[src/rtl/axil_addr_router.sv]
// ============================================================================
// Module   : axil_addr_router
// Brief    : AXI-Lite router, one manager to NUM_TGT targets via base/mask map,
//            with an internal decode-error responder for unmapped addresses.
// Revision : 1.0 - initial release
// ============================================================================
`default_nettype none

module axil_addr_router #(
  parameter int NUM_TGT         = 2,
  parameter int ADDR_W          = 64,
  parameter int DATA_W          = 64,
  parameter int MAX_OUTSTANDING = 4,
  parameter logic [NUM_TGT-1:0][ADDR_W-1:0] TGT_BASE = {64'h0, 64'hFFFF_FFFF_FFFF_F000},
  parameter logic [NUM_TGT-1:0][ADDR_W-1:0] TGT_MASK = {64'h0, 64'hFFFF_FFFF_FFFF_F000}
) (
  input  logic                                clk,
  input  logic                                rst,
  // upstream read
  input  logic [ADDR_W-1:0]                   i_read_araddr,
  input  logic                                i_read_arvalid,
  output logic                                o_read_arready,
  output logic [DATA_W-1:0]                   o_read_rdata,
  output logic [1:0]                          o_read_rresp,
  output logic                                o_read_rvalid,
  input  logic                                i_read_rready,
  // upstream write
  input  logic [ADDR_W-1:0]                   i_write_awaddr,
  input  logic                                i_write_awvalid,
  output logic                                o_write_awready,
  input  logic [DATA_W-1:0]                   i_write_wdata,
  input  logic [DATA_W/8-1:0]                 i_write_wstrb,
  input  logic                                i_write_wvalid,
  output logic                                o_write_wready,
  output logic [1:0]                          o_write_bresp,
  output logic                                o_write_bvalid,
  input  logic                                i_write_bready,
  // downstream read
  output logic [NUM_TGT-1:0][ADDR_W-1:0]      o_tgt_araddr,
  output logic [NUM_TGT-1:0]                  o_tgt_arvalid,
  input  logic [NUM_TGT-1:0]                  i_tgt_arready,
  input  logic [NUM_TGT-1:0][DATA_W-1:0]      i_tgt_rdata,
  input  logic [NUM_TGT-1:0][1:0]             i_tgt_rresp,
  input  logic [NUM_TGT-1:0]                  i_tgt_rvalid,
  output logic [NUM_TGT-1:0]                  o_tgt_rready,
  // downstream write
  output logic [NUM_TGT-1:0][ADDR_W-1:0]      o_tgt_awaddr,
  output logic [NUM_TGT-1:0]                  o_tgt_awvalid,
  input  logic [NUM_TGT-1:0]                  i_tgt_awready,
  output logic [NUM_TGT-1:0][DATA_W-1:0]      o_tgt_wdata,
  output logic [NUM_TGT-1:0][DATA_W/8-1:0]    o_tgt_wstrb,
  output logic [NUM_TGT-1:0]                  o_tgt_wvalid,
  input  logic [NUM_TGT-1:0]                  i_tgt_wready,
  input  logic [NUM_TGT-1:0][1:0]             i_tgt_bresp,
  input  logic [NUM_TGT-1:0]                  i_tgt_bvalid,
  output logic [NUM_TGT-1:0]                  o_tgt_bready
);

  localparam int c_SEL_W = $clog2(NUM_TGT + 1);
  localparam int c_CNT_W = $clog2(MAX_OUTSTANDING + 1);
  localparam logic [c_SEL_W-1:0] c_ERR = c_SEL_W'(NUM_TGT);
  localparam logic [c_CNT_W-1:0] c_MAX = c_CNT_W'(MAX_OUTSTANDING);
  localparam logic [1:0]         c_DECERR = 2'b11;

  // Lowest hitting index wins; no hit selects the internal error slot.
  function automatic logic [c_SEL_W-1:0] f_decode(input logic [ADDR_W-1:0] addr);
    logic [c_SEL_W-1:0] v_sel;
    v_sel = c_ERR;
    for (int i = NUM_TGT - 1; i >= 0; i--) begin
      if ((addr & TGT_MASK[i]) == TGT_BASE[i]) v_sel = c_SEL_W'(i);
    end
    return v_sel;
  endfunction

  logic [c_CNT_W-1:0] r_rd_cnt, r_wr_cnt, r_wpend;
  logic [c_SEL_W-1:0] r_rd_sel, r_wr_sel;
  logic               r_rd_err_valid, r_wr_err_valid;

  logic [c_SEL_W-1:0] w_ar_tgt, w_aw_tgt, w_w_tgt;
  logic               w_ar_ok, w_aw_ok, w_ar_tgt_rdy, w_aw_tgt_rdy, w_w_tgt_rdy;
  logic               w_ar_hs, w_r_hs, w_aw_hs, w_w_hs, w_b_hs, w_w_en;

  assign w_ar_tgt = f_decode(i_read_araddr);
  assign w_aw_tgt = f_decode(i_write_awaddr);

  // A new target is only admitted once everything in flight has drained,
  // which keeps responses in request order without any reorder buffering.
  assign w_ar_ok = i_read_arvalid && !rst &&
                   ((r_rd_cnt == '0) ||
                    (w_ar_tgt == r_rd_sel && r_rd_sel != c_ERR && r_rd_cnt < c_MAX));
  assign w_aw_ok = i_write_awvalid && !rst &&
                   ((r_wr_cnt == '0) ||
                    (w_aw_tgt == r_wr_sel && r_wr_sel != c_ERR && r_wr_cnt < c_MAX));

  always_comb begin
    w_ar_tgt_rdy  = 1'b1;
    o_tgt_arvalid = '0;
    o_tgt_araddr  = '0;
    w_aw_tgt_rdy  = 1'b1;
    o_tgt_awvalid = '0;
    o_tgt_awaddr  = '0;
    for (int i = 0; i < NUM_TGT; i++) begin
      if (w_ar_tgt == c_SEL_W'(i)) begin
        w_ar_tgt_rdy     = i_tgt_arready[i];
        o_tgt_arvalid[i] = w_ar_ok;
        o_tgt_araddr[i]  = w_ar_ok ? i_read_araddr : '0;
      end
      if (w_aw_tgt == c_SEL_W'(i)) begin
        w_aw_tgt_rdy     = i_tgt_awready[i];
        o_tgt_awvalid[i] = w_aw_ok;
        o_tgt_awaddr[i]  = w_aw_ok ? i_write_awaddr : '0;
      end
    end
  end

  assign o_read_arready  = w_ar_ok && w_ar_tgt_rdy;
  assign o_write_awready = w_aw_ok && w_aw_tgt_rdy;
  assign w_ar_hs         = o_read_arready;
  assign w_aw_hs         = o_write_awready;

  always_comb begin
    o_read_rvalid = r_rd_err_valid;
    o_read_rdata  = '0;
    o_read_rresp  = c_DECERR;
    o_tgt_rready  = '0;
    for (int i = 0; i < NUM_TGT; i++) begin
      if (r_rd_sel == c_SEL_W'(i)) begin
        o_read_rvalid   = i_tgt_rvalid[i];
        o_read_rdata    = i_tgt_rdata[i];
        o_read_rresp    = i_tgt_rresp[i];
        o_tgt_rready[i] = i_read_rready;
      end
    end
    if (rst) o_read_rvalid = 1'b0;
  end

  assign w_r_hs = o_read_rvalid && i_read_rready;

  // W may ride along with its own AW when nothing is pending yet; sel_w is
  // not loaded until the following edge, so route by the live decode then.
  assign w_w_en  = (r_wpend != '0) || w_aw_hs;
  assign w_w_tgt = (r_wpend != '0) ? r_wr_sel : w_aw_tgt;

  always_comb begin
    w_w_tgt_rdy  = 1'b1;
    o_tgt_wvalid = '0;
    o_tgt_wdata  = '0;
    o_tgt_wstrb  = '0;
    for (int i = 0; i < NUM_TGT; i++) begin
      if (w_w_tgt == c_SEL_W'(i)) begin
        w_w_tgt_rdy     = i_tgt_wready[i];
        o_tgt_wvalid[i] = w_w_en && i_write_wvalid;
        o_tgt_wdata[i]  = i_write_wdata;
        o_tgt_wstrb[i]  = i_write_wstrb;
      end
    end
  end

  assign o_write_wready = w_w_en && w_w_tgt_rdy;
  assign w_w_hs         = o_write_wready && i_write_wvalid;

  always_comb begin
    o_write_bvalid = r_wr_err_valid;
    o_write_bresp  = c_DECERR;
    o_tgt_bready   = '0;
    for (int i = 0; i < NUM_TGT; i++) begin
      if (r_wr_sel == c_SEL_W'(i)) begin
        o_write_bvalid  = i_tgt_bvalid[i];
        o_write_bresp   = i_tgt_bresp[i];
        o_tgt_bready[i] = i_write_bready;
      end
    end
    if (rst) o_write_bvalid = 1'b0;
  end

  assign w_b_hs = o_write_bvalid && i_write_bready;

  always_ff @(posedge clk or posedge rst) begin
    if (rst) begin
      r_rd_cnt       <= '0;
      r_rd_sel       <= '0;
      r_rd_err_valid <= 1'b0;
    end else begin
      case ({w_ar_hs, w_r_hs})
        2'b10:   r_rd_cnt <= r_rd_cnt + c_CNT_W'(1);
        2'b01:   r_rd_cnt <= r_rd_cnt - c_CNT_W'(1);
        default: r_rd_cnt <= r_rd_cnt;
      endcase
      if (w_ar_hs) r_rd_sel <= w_ar_tgt;
      if (w_ar_hs && w_ar_tgt == c_ERR)      r_rd_err_valid <= 1'b1;
      else if (w_r_hs && r_rd_sel == c_ERR)  r_rd_err_valid <= 1'b0;
    end
  end

  always_ff @(posedge clk or posedge rst) begin
    if (rst) begin
      r_wr_cnt       <= '0;
      r_wpend        <= '0;
      r_wr_sel       <= '0;
      r_wr_err_valid <= 1'b0;
    end else begin
      case ({w_aw_hs, w_b_hs})
        2'b10:   r_wr_cnt <= r_wr_cnt + c_CNT_W'(1);
        2'b01:   r_wr_cnt <= r_wr_cnt - c_CNT_W'(1);
        default: r_wr_cnt <= r_wr_cnt;
      endcase
      case ({w_aw_hs, w_w_hs})
        2'b10:   r_wpend <= r_wpend + c_CNT_W'(1);
        2'b01:   r_wpend <= r_wpend - c_CNT_W'(1);
        default: r_wpend <= r_wpend;
      endcase
      if (w_aw_hs) r_wr_sel <= w_aw_tgt;
      if (w_w_hs && w_w_tgt == c_ERR)        r_wr_err_valid <= 1'b1;
      else if (w_b_hs && r_wr_sel == c_ERR)  r_wr_err_valid <= 1'b0;
    end
  end

endmodule

`default_nettype wire

[config.mk]
export PLATFORM = sky130hd
export DESIGN_NAME = axil_addr_router
export DESIGN_NICKNAME = d
export VERILOG_FILES = /design/src/rtl/axil_addr_router.sv
export SDC_FILE = /design/constraint.sdc
export NUM_CORES = 1
export LEC_CHECK = 0
export CORE_AREA = 3 3 321 323
export CTS_BUF_LIST = sky130_fd_sc_hd__clkbuf_4
export DETAILED_ROUTE_END_ITERATION = 16
export DIE_AREA = 0 0 324 326
export GPL_ROUTABILITY_DRIVEN = 1
export HOLD_SLACK_MARGIN = 0.03
export PLACE_DENSITY = 0.32
export SYNTH_ARGS = -nofsm -noshare
export SYNTH_HDL_FRONTEND = slang
export SYNTH_SLANG_ARGS = --single-unit
[constraint.sdc]
create_clock -name clk -period 6.3 [get_ports clk]
set_input_delay 1.89 -clock clk [delete_from_list [all_inputs] [get_ports clk]]
set_output_delay 1.89 -clock clk [all_outputs]
set_load 0.01 [all_outputs]
**Word-level counts from Yosys, hierarchy flattened**

Cells that the tools add are included.

- Input bits: 353
- Register bits: 15
- Latch bits: 0
- Word-level logic and storage cells: 120
- Output and inout port bits: 483
- RAM bits: 0
- Memories kept: 0
- Memory bits (read-only): 0

- Equality and inequality tests: 21
- Multiplexer cells: 48
- Add/subtract/negate cells: 6
- Div/mod/pow operators: 0
- $mul: 0
- Bitwise operators: 0
- Shifts and indexed selects: 0
- $lt $le $gt $ge: 2
- Reduce and logical (&&, ||, !) cells: 36

Operators by type and width:

| kind | count |
|---|---|
| $mux 64 | 10 |
| $eq 52x52->1 const B | 2 |
| $mux 1 | 28 |
| $logic_and 1x1->1 | 19 |
| $pmux 3 s2 | 3 |
| $mux 8 | 2 |
| $eq 2x1->1 const B | 6 |
| $eq 2x2->1 const B | 6 |
| $logic_not 2->1 | 5 |
| $mux 2 | 5 |
| $reduce_bool 2->1 | 5 |
| $add 3x1->3 const B | 3 |
| $sub 3x1->3 const B | 3 |
| $logic_not 3->1 | 2 |
| $lt 3x3->1 const B | 2 |
| $eq 1x2->1 | 2 |
| $ne 2x2->1 const B | 2 |
| $logic_or 1x1->1 | 3 |
| $reduce_bool 3->1 | 1 |
| $eq 1x1->1 const B | 2 |
| $eq 1x2->1 const B | 1 |
| $logic_not 1->1 | 1 |

**Depth between registers and ports, before layout**

Gate-level depths: netlist of the first run.

- Depth in word-level cells: 13
- Depth in mapped cells: 12
- Mapped depth without buffers: 11

**Worst setup path after synthesis of the first run**

No wires, ideal clock.

- Path kind: input to output
- Start: in i_write_awaddr[34]
- End: out o_tgt_wdata[54] (netlist bit)
- Stages on the path: 6
- Setup slack: 1.192 ns
- Path buffers: 1
- Data required time: 4.410 ns
- Data arrival time: 3.218 ns
- Cell sequence: nand4_1 > nor4_4 > nand4_2 > o21ai_4 > buf_6 > and2_1

RTL lines:

| item | RTL line | text |
|---|---|---|
| from (decl) | 28 | `input logic [ADDR_W-1:0] i_write_awaddr,` |
| to (decl) | 50 | `output logic [NUM_TGT-1:0][DATA_W-1:0] o_tgt_wdata,` |

**Final worst setup path of the first run**

- Start: in i_write_awaddr[35]
- End: out o_tgt_wvalid[0]

- Cells in the longest elaborated chain, start to end: 11
- Elaborated cells on any way between the ends: 17
- Those cells by class: eq/ne: 3; mux: 5; reduce/logical: 9

Ends and longest elaborated chain:

| item | RTL line | text |
|---|---|---|
| $eq 52x52->1 * | 70 | `if ((addr & TGT_MASK[i]) == TGT_BASE[i]) v_sel = c_SEL_W'(i);` |
| $mux 1 * | 70 |  |
| $eq 1x2->1 | 93 | `(w_aw_tgt == r_wr_sel && r_wr_sel != c_ERR && r_wr_cnt < c_MAX));` |
| $logic_and 1x1->1 (2 in a row) | 93 |  |
| $logic_or 1x1->1 | 92 | `((r_wr_cnt == '0) \|\|` |
| $logic_and 1x1->1 | 91 | `assign w_aw_ok = i_write_awvalid && !rst &&` |
| $logic_and 1x1->1 | 117 | `assign o_write_awready = w_aw_ok && w_aw_tgt_rdy;` |
| $logic_or 1x1->1 | 141 | `assign w_w_en = (r_wpend != '0) \|\| w_aw_hs;` |
| $logic_and 1x1->1 | 152 | `o_tgt_wvalid[i] = w_w_en && i_write_wvalid;` |
| $mux 1 * | 150 | `if (w_w_tgt == c_SEL_W'(i)) begin` |
| to (decl) | 52 | `output logic [NUM_TGT-1:0] o_tgt_wvalid,` |

Mark *: on every way between the ends. The rest lies on a longest branch, timed or not.

==> results of run 1 <==
-- stage by stage --
stage               hold slack [ns]  setup TNS (ns)  utilization, %
finish                        0.499               0            15.0
global route                  0.534          -0.172            15.0
global placement              0.481          -43.18            14.5
floorplan                     0.458               0               -
detailed placement            0.484          -49.70            14.5
CTS                           0.505         -0.0247            14.6
-- cells in the final DEF (no fill, tap or decap), types with 6 or more instances in the layout --
cell	n
clkdlybuf4s50_1	503
and2_1	303
dlygate4sd2_1	176
dlymetal6s2s_1	146
nor2_1	115
mux2_2	69
buf_4	40
nand4_1	25
buf_12	11
dfrtp_1	10
inv_1	9
diode_2	8
buf_6	6
-- layer usage --
metal  track usage, %  wire, µm
met4            0.178        61
met5                0        29
met1             9.08     18500
met3             2.48      4570
met2             18.2     28400
-- layout make-up --
| class | instances | area [µm²] |
|---|---|---|
| antenna | 8 | 20.0 |
| clock buffer | 4 | 30.0 |
| fill | 11500 | 85100 |
| inverter | 9 | 33.8 |
| multi-input combinational | 580 | 3910 |
| sequential | 11 | 279 |
| tap | 1298 | 1620 |
| timing repair buffer | 890 | 9170 |
-- logic make-up (layout without fill, tap and decap cells) --
group	Yosys count	after routing	share of synthesized area, %
buffers and inverters	70	903	8.07
XOR/XNOR	9	9	1.77
AND/OR/NAND/NOR	473	473	60.3
AO/OA/AOI/OAI	18	18	2.97
flip-flops	11	11	6.17
adder cells (fa/ha/maj)	6	6	2.19
multiplexers	74	74	18.5
other	0	8	0
-- power by group --
part / total (W) / internal (W) / switching, W
combinational: 0.00294 / 0.00160 / 0.00135
clock: 0.0000719 / 0.0000292 / 0.0000428
sequential: 0.000203 / 0.000110 / 0.0000933
-- worst reg2reg max path: cells and delay by family (launching register included) --
family,cells,cell delay (ns)
flip-flops,1,0.42
buffers and inverters,1,0.22
AND/OR/NAND/NOR,1,0.37
multiplexers,1,0.26
AO/OA/AOI/OAI,4,0.84
adder cells (fa/ha/maj),2,0.68
-- path summary, 6_finish.rpt --
| kind | from | end | cells past startpoint |
|---|---|---|---|
| max | i_write_awaddr[35] | o_tgt_wvalid[0] | 9 |
| min | r_rd_cnt[2]$_DFFE_PP0P_ | r_rd_cnt[2]$_DFFE_PP0P_ | 1 |
| max reg2reg | r_wr_cnt[2]$_DFFE_PP0P_ | r_wpend[1]$_DFFE_PP0P_ | 9 |
| min reg2reg | r_rd_cnt[2]$_DFFE_PP0P_ | r_rd_cnt[2]$_DFFE_PP0P_ | 1 |
| max in group asynchronous | rst | r_rd_sel[0]$_DFFE_PP0P_ | 3 |
| min in group asynchronous | rst | r_rd_cnt[2]$_DFFE_PP0P_ | 3 |
-- state kept, by name, indices dropped and copies added (netlist names) --
register	count
r_wr_cnt	3
r_wpend	3
r_wr_sel	1
r_rd_sel	1
r_rd_cnt	3
-- what timing repair did --
item | CTS | global route
setup endpoints to repair | 346 | 224
resized for setup | 194 | 159
pin swaps | 4 | 1
setup buffers | 7 | 2
cloned | 6 | 0
==> metrics.md, run 1 <==
| Metric | Value |
|---|---|
| Initial Util | 4.46% |
| Maximum VDD drop | between 0.15 and 0.2 mV |
| GR Util All Layers | under 10% |
| Largest net degree at the start of global routing | 66 |
| Yosys reg bits | 11 |
| Via count | roughly 8000 |
| DRT iter0 DRCs | 211 |
| Routed vias/inst | around 2.9 |
| Synth top area share | between 40 and 50% |
| Placed insts | 2773 |
| Worst Path Buf+Inv | 4 |
| Sink Count | 11 |
| Final Cell Area | around 15000 µm² |
| Crit path cell chain | clkdlybuf4s50_1 -> nand4_1 -> nor4_4 -> nand4_4 -> buf_6 -> o211a_1 -> nor3_2 -> buf_4 -> buf_12 |
| Initial antenna violation count | 16 |
| Synth unique cells | 39 |
| Critical path type | input pin to primary output |
| Final RePlAce weighted congestion | slightly above 0.8 |
| Buffers on Ports | around 840 |
| Antenna violation net count after detailed routing | 0 |
| Die Y | 326 µm |
| Area leader, netlist | and2_1 |
| Setup WS pre-CTS | -0.319 ns |
| Htree depth | 1 |
| Core Area | 100000 µm² |
| Tot Pwr | approximately 0.0032 W |
| Num rows | between 100 and 150 |
| Yosys Warn Count | 0 |
| Net Count, Synth | 1020 |
| Outcome | finished, final reports clean |
| Setup ws final | between 0.1 and 0.15 ns |
| Critical Path Max Stage Delay | roughly 0.5 ns |
| HPWL Detailed | about 45000 µm |
| Synth async-reset ratio | 100% |
| Layout cells sized above 1 | 10.4% |
| Crit-path slowest cell | clkdlybuf4s50_1 |
| Number of enable flip-flop cells after synthesis | 0 |
| Clk Latency, worst-skew pair | between 0.3 and 0.4 ns |
| I/O pins | 836 |
| Leak | ~8.3 nW |
| First-pass GRT wire length | between 60000 and 70000 µm |
| TritonRoute pass-1 iters | 4 |
| Hold crit path type | register to register |
| CTS tree | yes |
| CTS hold repair buffers | 0 |
| CTS Buf Count | 3 |
| CP Data Arrival Time | roughly 4.3 ns |
| Setup violators final | 0 |
| Max Fclk | 162 MHz |
| Slew @ Worst Pin | 0.766 ns |
| Layout Nets | between 1500 and 2000 |
| Root Buffer Master | clkbuf_4 |
| Vias in the first global route | just over 8000 |
| GRT overflow | 0 |
| CP Capture Type | primary output |
| Worst reg2reg setup slack | ~3.4 ns |
| Placed inst area | roughly 15000 µm² |
| PwrDens | around 210 nW/µm² |
| Top delay family on crit path | buffers and inverters |
| Hold violation count in the final report | 0 |
| Drt wl/cell | approximately 18 µm |
| Main synth FF type | dfrtp_1 |
| Mapped Area | approximately 4500 µm² |
| RSZ-0062 raised after global routing | true |
| Synth area leaders | and2_1 42%, mux2_2 17%, nor2_1 9.8%, dfrtp_1 6.2%, clkbuf_1 3.6% |
| Die ar. | ~110000 µm² |
| Clock Pin Slew Worst Setup and Hold Paths | approximately 0.13 ns |
| CP max FO | 56 |
| Critical Path RT | ~4.4 ns |
| Share of the yosys chip area belonging to registers | 6.17% |
| Most common cell in the netlist | and2_1 |
| Final Non-Filler Cells | 2800 |
| Fin crit share | between 90 and 100% |
| Area grow syn2layout | 237% |
| Fin crit period | 6.18 ns |
| Mapped Avg Cell Area | just under 7 µm² |
| Slew Viols, Final | 0 |
| Die X-Extent | roughly 320 µm |
| Synth cell count leaders | 303 x and2_1, 117 x nor2_1, 69 x mux2_2 |
| Clock skew | 0.0320 ns |
| Worst slew margin | about half |
| Critical Path Start Type | input pin |
| Cell count after synthesis | 661 |
| Max cap viols | 0 |
| Detailed Route WL | just over 50000 µm |
| CTS Buffer Depth | 2 |
| DRC | 0 |
Note: power is estimated with default switching activity, not from simulation.
==> inputs of run 2 (changes only) <==
Settings changed: PLACE_DENSITY 0.32 to default.
==> run 2 against run 1 <==
Compared with the run above: the flow now finishes with violations (negative setup slack); maximum frequency decreased by 2.1%; flip-flop and latch count did not move; sequential share of layout area about the same; combinational power is essentially flat; wire length up 6.2%; critical path type unchanged; worst setup slack worse by 0.13 ns; global-route usage increased by 0.66 points; utilization down 0.21 points.
==> metrics.md, run 2 (synthesis results as in run 1) <==
| Metric | Value |
|---|---|
| GR Util All Layers | 9.48% (was 8.82%) |
| Drt wl/cell | 19.4 µm (was 18.4 µm) |
| CTS Buf Count | 3 (unchanged) |
| Multi-input logic area | 3960 µm² (was 3910 µm²) |
| I/O pins | 836 (unchanged) |
| Critical Path RT | 4.41 ns (about the same) |
| Failing checks | negative setup slack |
| Hold crit path type | register to register (unchanged) |
| Tot Pwr | 0.00324 W (was 0.00322 W) |
| Via count | 8121 (was 8001) |
| Die ar. | 106000 µm² (unchanged) |
| Maximum VDD drop | 0.133 mV (was 0.195 mV) |
| Max Fclk | 158 MHz (was 162 MHz) |
| Final RePlAce weighted congestion | 0.843 (was 0.818) |
| Initial antenna violation count | 21 (was 16) |
| Initial Util | 4.46% (unchanged) |
| Max cap viols | 0 (unchanged) |
| Fin crit period | 6.31 ns (was 6.18 ns) |
| Setup ws final | -0.0147 ns (was 0.118 ns) |
| Most common cell after layout, fill and taps aside | clkdlybuf4s50_1 (unchanged) |
| Hold violation count in the final report | 0 (unchanged) |
| Clock Pin Slew Worst Setup and Hold Paths | 0.13 ns (about the same) |
| Critical path's most frequent cell | clkdlybuf4s50_1 |
| Sink Count | 11 (unchanged) |
| Critical path type | input pin to primary output (unchanged) |
| PwrDens | 218 nW/µm² (was 214 nW/µm²) |
| Layout Nets | 1863 (was 1854) |
| TritonRoute pass-1 iters | 5 (was 4) |
| Final Cell Area | 14800 µm² (was 15100 µm²) |
| Crit path cell chain | clkdlybuf4s50_1 -> nand4_1 -> nor3_2 -> buf_4 -> nand4_4 -> o211a_4 -> buf_12 -> and2_1 -> clkdlybuf4s50_1 (was clkdlybuf4s50_1 -> nand4_1 -> nor4_4 -> nand4_4 -> buf_6 -> o211a_1 -> nor3_2 -> buf_4 -> buf_12) |
| Setup violators final | 6 (was 0) |
| CP Data Arrival Time | 4.42 ns (was 4.29 ns) |
| Hold Slack | 0.494 ns (was 0.499 ns) |
| Area grow syn2layout | 233% (was 237%) |
| Buffers on Ports | 835 (unchanged) |
| Slew Viols, Final | 0 (unchanged) |
| Clock skew | 0.0149 ns (was 0.0320 ns) |
| Die X-Extent | 324 µm (unchanged) |
| Clk Latency, worst-skew pair | 0.34 ns (about the same) |
| Fillers | 11400 (was 11500) |
| Core Area | 100000 µm² (unchanged) |
| Outcome | finished, violations left (was finished, final reports clean) |
| CTS hold repair buffers | 0 (unchanged) |
| Routed vias/inst | 2.88 (was 2.86) |
| CP Capture Type | primary output (unchanged) |
| DRC | 0 (unchanged) |
| Layout cells sized above 1 | 12.6% (was 10.4%) |
| First-pass GRT wire length | 68100 µm (was 65500 µm) |
| CTS tree | yes (unchanged) |
| GRT overflow | 0 (unchanged) |
| RSZ-0062 raised after global routing | true (unchanged) |
| CP max FO | 30 (was 56) |
| Antenna violation net count after detailed routing | 0 (unchanged) |
| Root Buffer Master | clkbuf_4 (unchanged) |
| Critical Path Max Stage Delay | 0.58 ns (was 0.51 ns) |
| Fin crit share | 100% (was 98.1%) |
| Largest net degree at the start of global routing | 55 (was 66) |
| HPWL Detailed | 48400 µm (was 45100 µm) |
| Placed inst area | 14600 µm² (was 14500 µm²) |
| Commonest non-fill, non-tap cells in the layout | 604 x clkdlybuf4s50_1, 297 x and2_1, 146 x dlygate4sd2_1 (was 503 x clkdlybuf4s50_1, 303 x and2_1, 176 x dlygate4sd2_1) |
| Worst slew margin | 27.9% (was 48.9%) |
| Crit-path slowest cell | clkdlybuf4s50_1 (unchanged) |
| Slew @ Worst Pin | 1.08 ns (was 0.766 ns) |
| Largest registers | r_rd_cnt x3, r_wpend x3, r_wr_cnt x3 (unchanged) |
| Critical Path Start Type | input pin (unchanged) |
| Die Y | 326 µm (unchanged) |
| Num rows | 116 (unchanged) |
| FF/Latch Area | 279 µm² (unchanged) |
| Total negative setup slack | -0.0346 ns (was 0 ns) |
| Detailed Route WL | 54700 µm (was 51500 µm) |
| Htree depth | 1 (unchanged) |
| DRT iter0 DRCs | 404 (was 211) |
| Vias in the first global route | 7845 (was 8170) |
| CTS Buffer Depth | 2 (unchanged) |
| Leak | 6.66 nW (was 8.28 nW) |
==> run 2: changes by cell type in the layout (fill, tap and decap cells not counted), sizes merged <==
cell           previous run  this run
buf                      61        89
bufbuf                    2         0
clkdlybuf4s15             1         0
dlygate4sd2             176       146
nor2                    118       121
clkdlybuf4s50           503       604
diode                     8        14
dlymetal6s2s            146        56
==> run 2: cell type report <==
class,instances,share of cell area [%]
Antenna cell,14,0.236
Clock buffer,4,0.202
Inverter,9,0.228
Multi-Input combinational cell,583,26.6
Sequential cell,11,1.88
Tap cell,1298,10.9
Timing Repair Buffer,896,59.9
==> run 2: worst paths after layout <==
kind	slack (ns)	end	depth (start not counted)	startpoint
setup / recovery	-0.01	o_tgt_awaddr[125]	9	i_write_awaddr[60]
hold / removal	0.49	r_wr_cnt[2]$_DFFE_PP0P_	1	r_wr_cnt[2]$_DFFE_PP0P_
setup reg to reg	3.19	r_wpend[1]$_DFFE_PP0P_	7	r_wpend[0]$_DFFE_PP0P_
hold reg to reg	0.49	r_wr_cnt[2]$_DFFE_PP0P_	1	r_wr_cnt[2]$_DFFE_PP0P_
max in group asynchronous	3.56	r_rd_sel[0]$_DFFE_PP0P_	2	rst
min in group asynchronous	2.20	r_wr_cnt[2]$_DFFE_PP0P_	2	rst
==> run 2: worst max-delay path: cells and delay by family <==
| kind | cells | cell delay [ns] |
|---|---|---|
| buffers and inverters | 4 | 1.44 |
| and+or+nand+nor | 4 | 0.86 |
| AOI/OAI and AO/OA | 1 | 0.23 |
==> run 2: power by group <==
| part | internal (W) | switching, W | total (W) |
|---|---|---|---|
| Sequential | 0.000109 | 0.0000952 | 0.000205 |
| Clock | 0.0000292 | 0.0000457 | 0.0000749 |
| Combinational | 0.00158 | 0.00138 | 0.00296 |
| Total | 0.00172 | 0.00152 | 0.00324 |
==> run 2: per-layer routing <==
layer	GRT usage, %	up-vias	part of all wire, %
met3	2.96	37	9.3
met4	0.986	12	1.1
li1	-	3816	-
met1	10.5	3750	37
met5	0	-	0.12
met2	18.1	506	52
==> run 2: repair_timing <==
action | in CTS | in global routing
pin swaps | 16 | 19
gates cloned | 6 | 0
setup buffers | 2 | 3
endpoints found under the setup margin | 363 | 268
resized for setup | 168 | 72
==> run 2: through the flow <==
step           setup WS [ns]  cells  util (%)
2_1_floorplan           1.19    661         -
3_3_place_gp          -0.406   2786      14.6
3_5_place_dp          -0.412   2786      14.6
4_1_cts              -0.0252   2798      14.6
5_1_grt              -0.0132   2802      14.8
6_report             -0.0147   2815      14.8
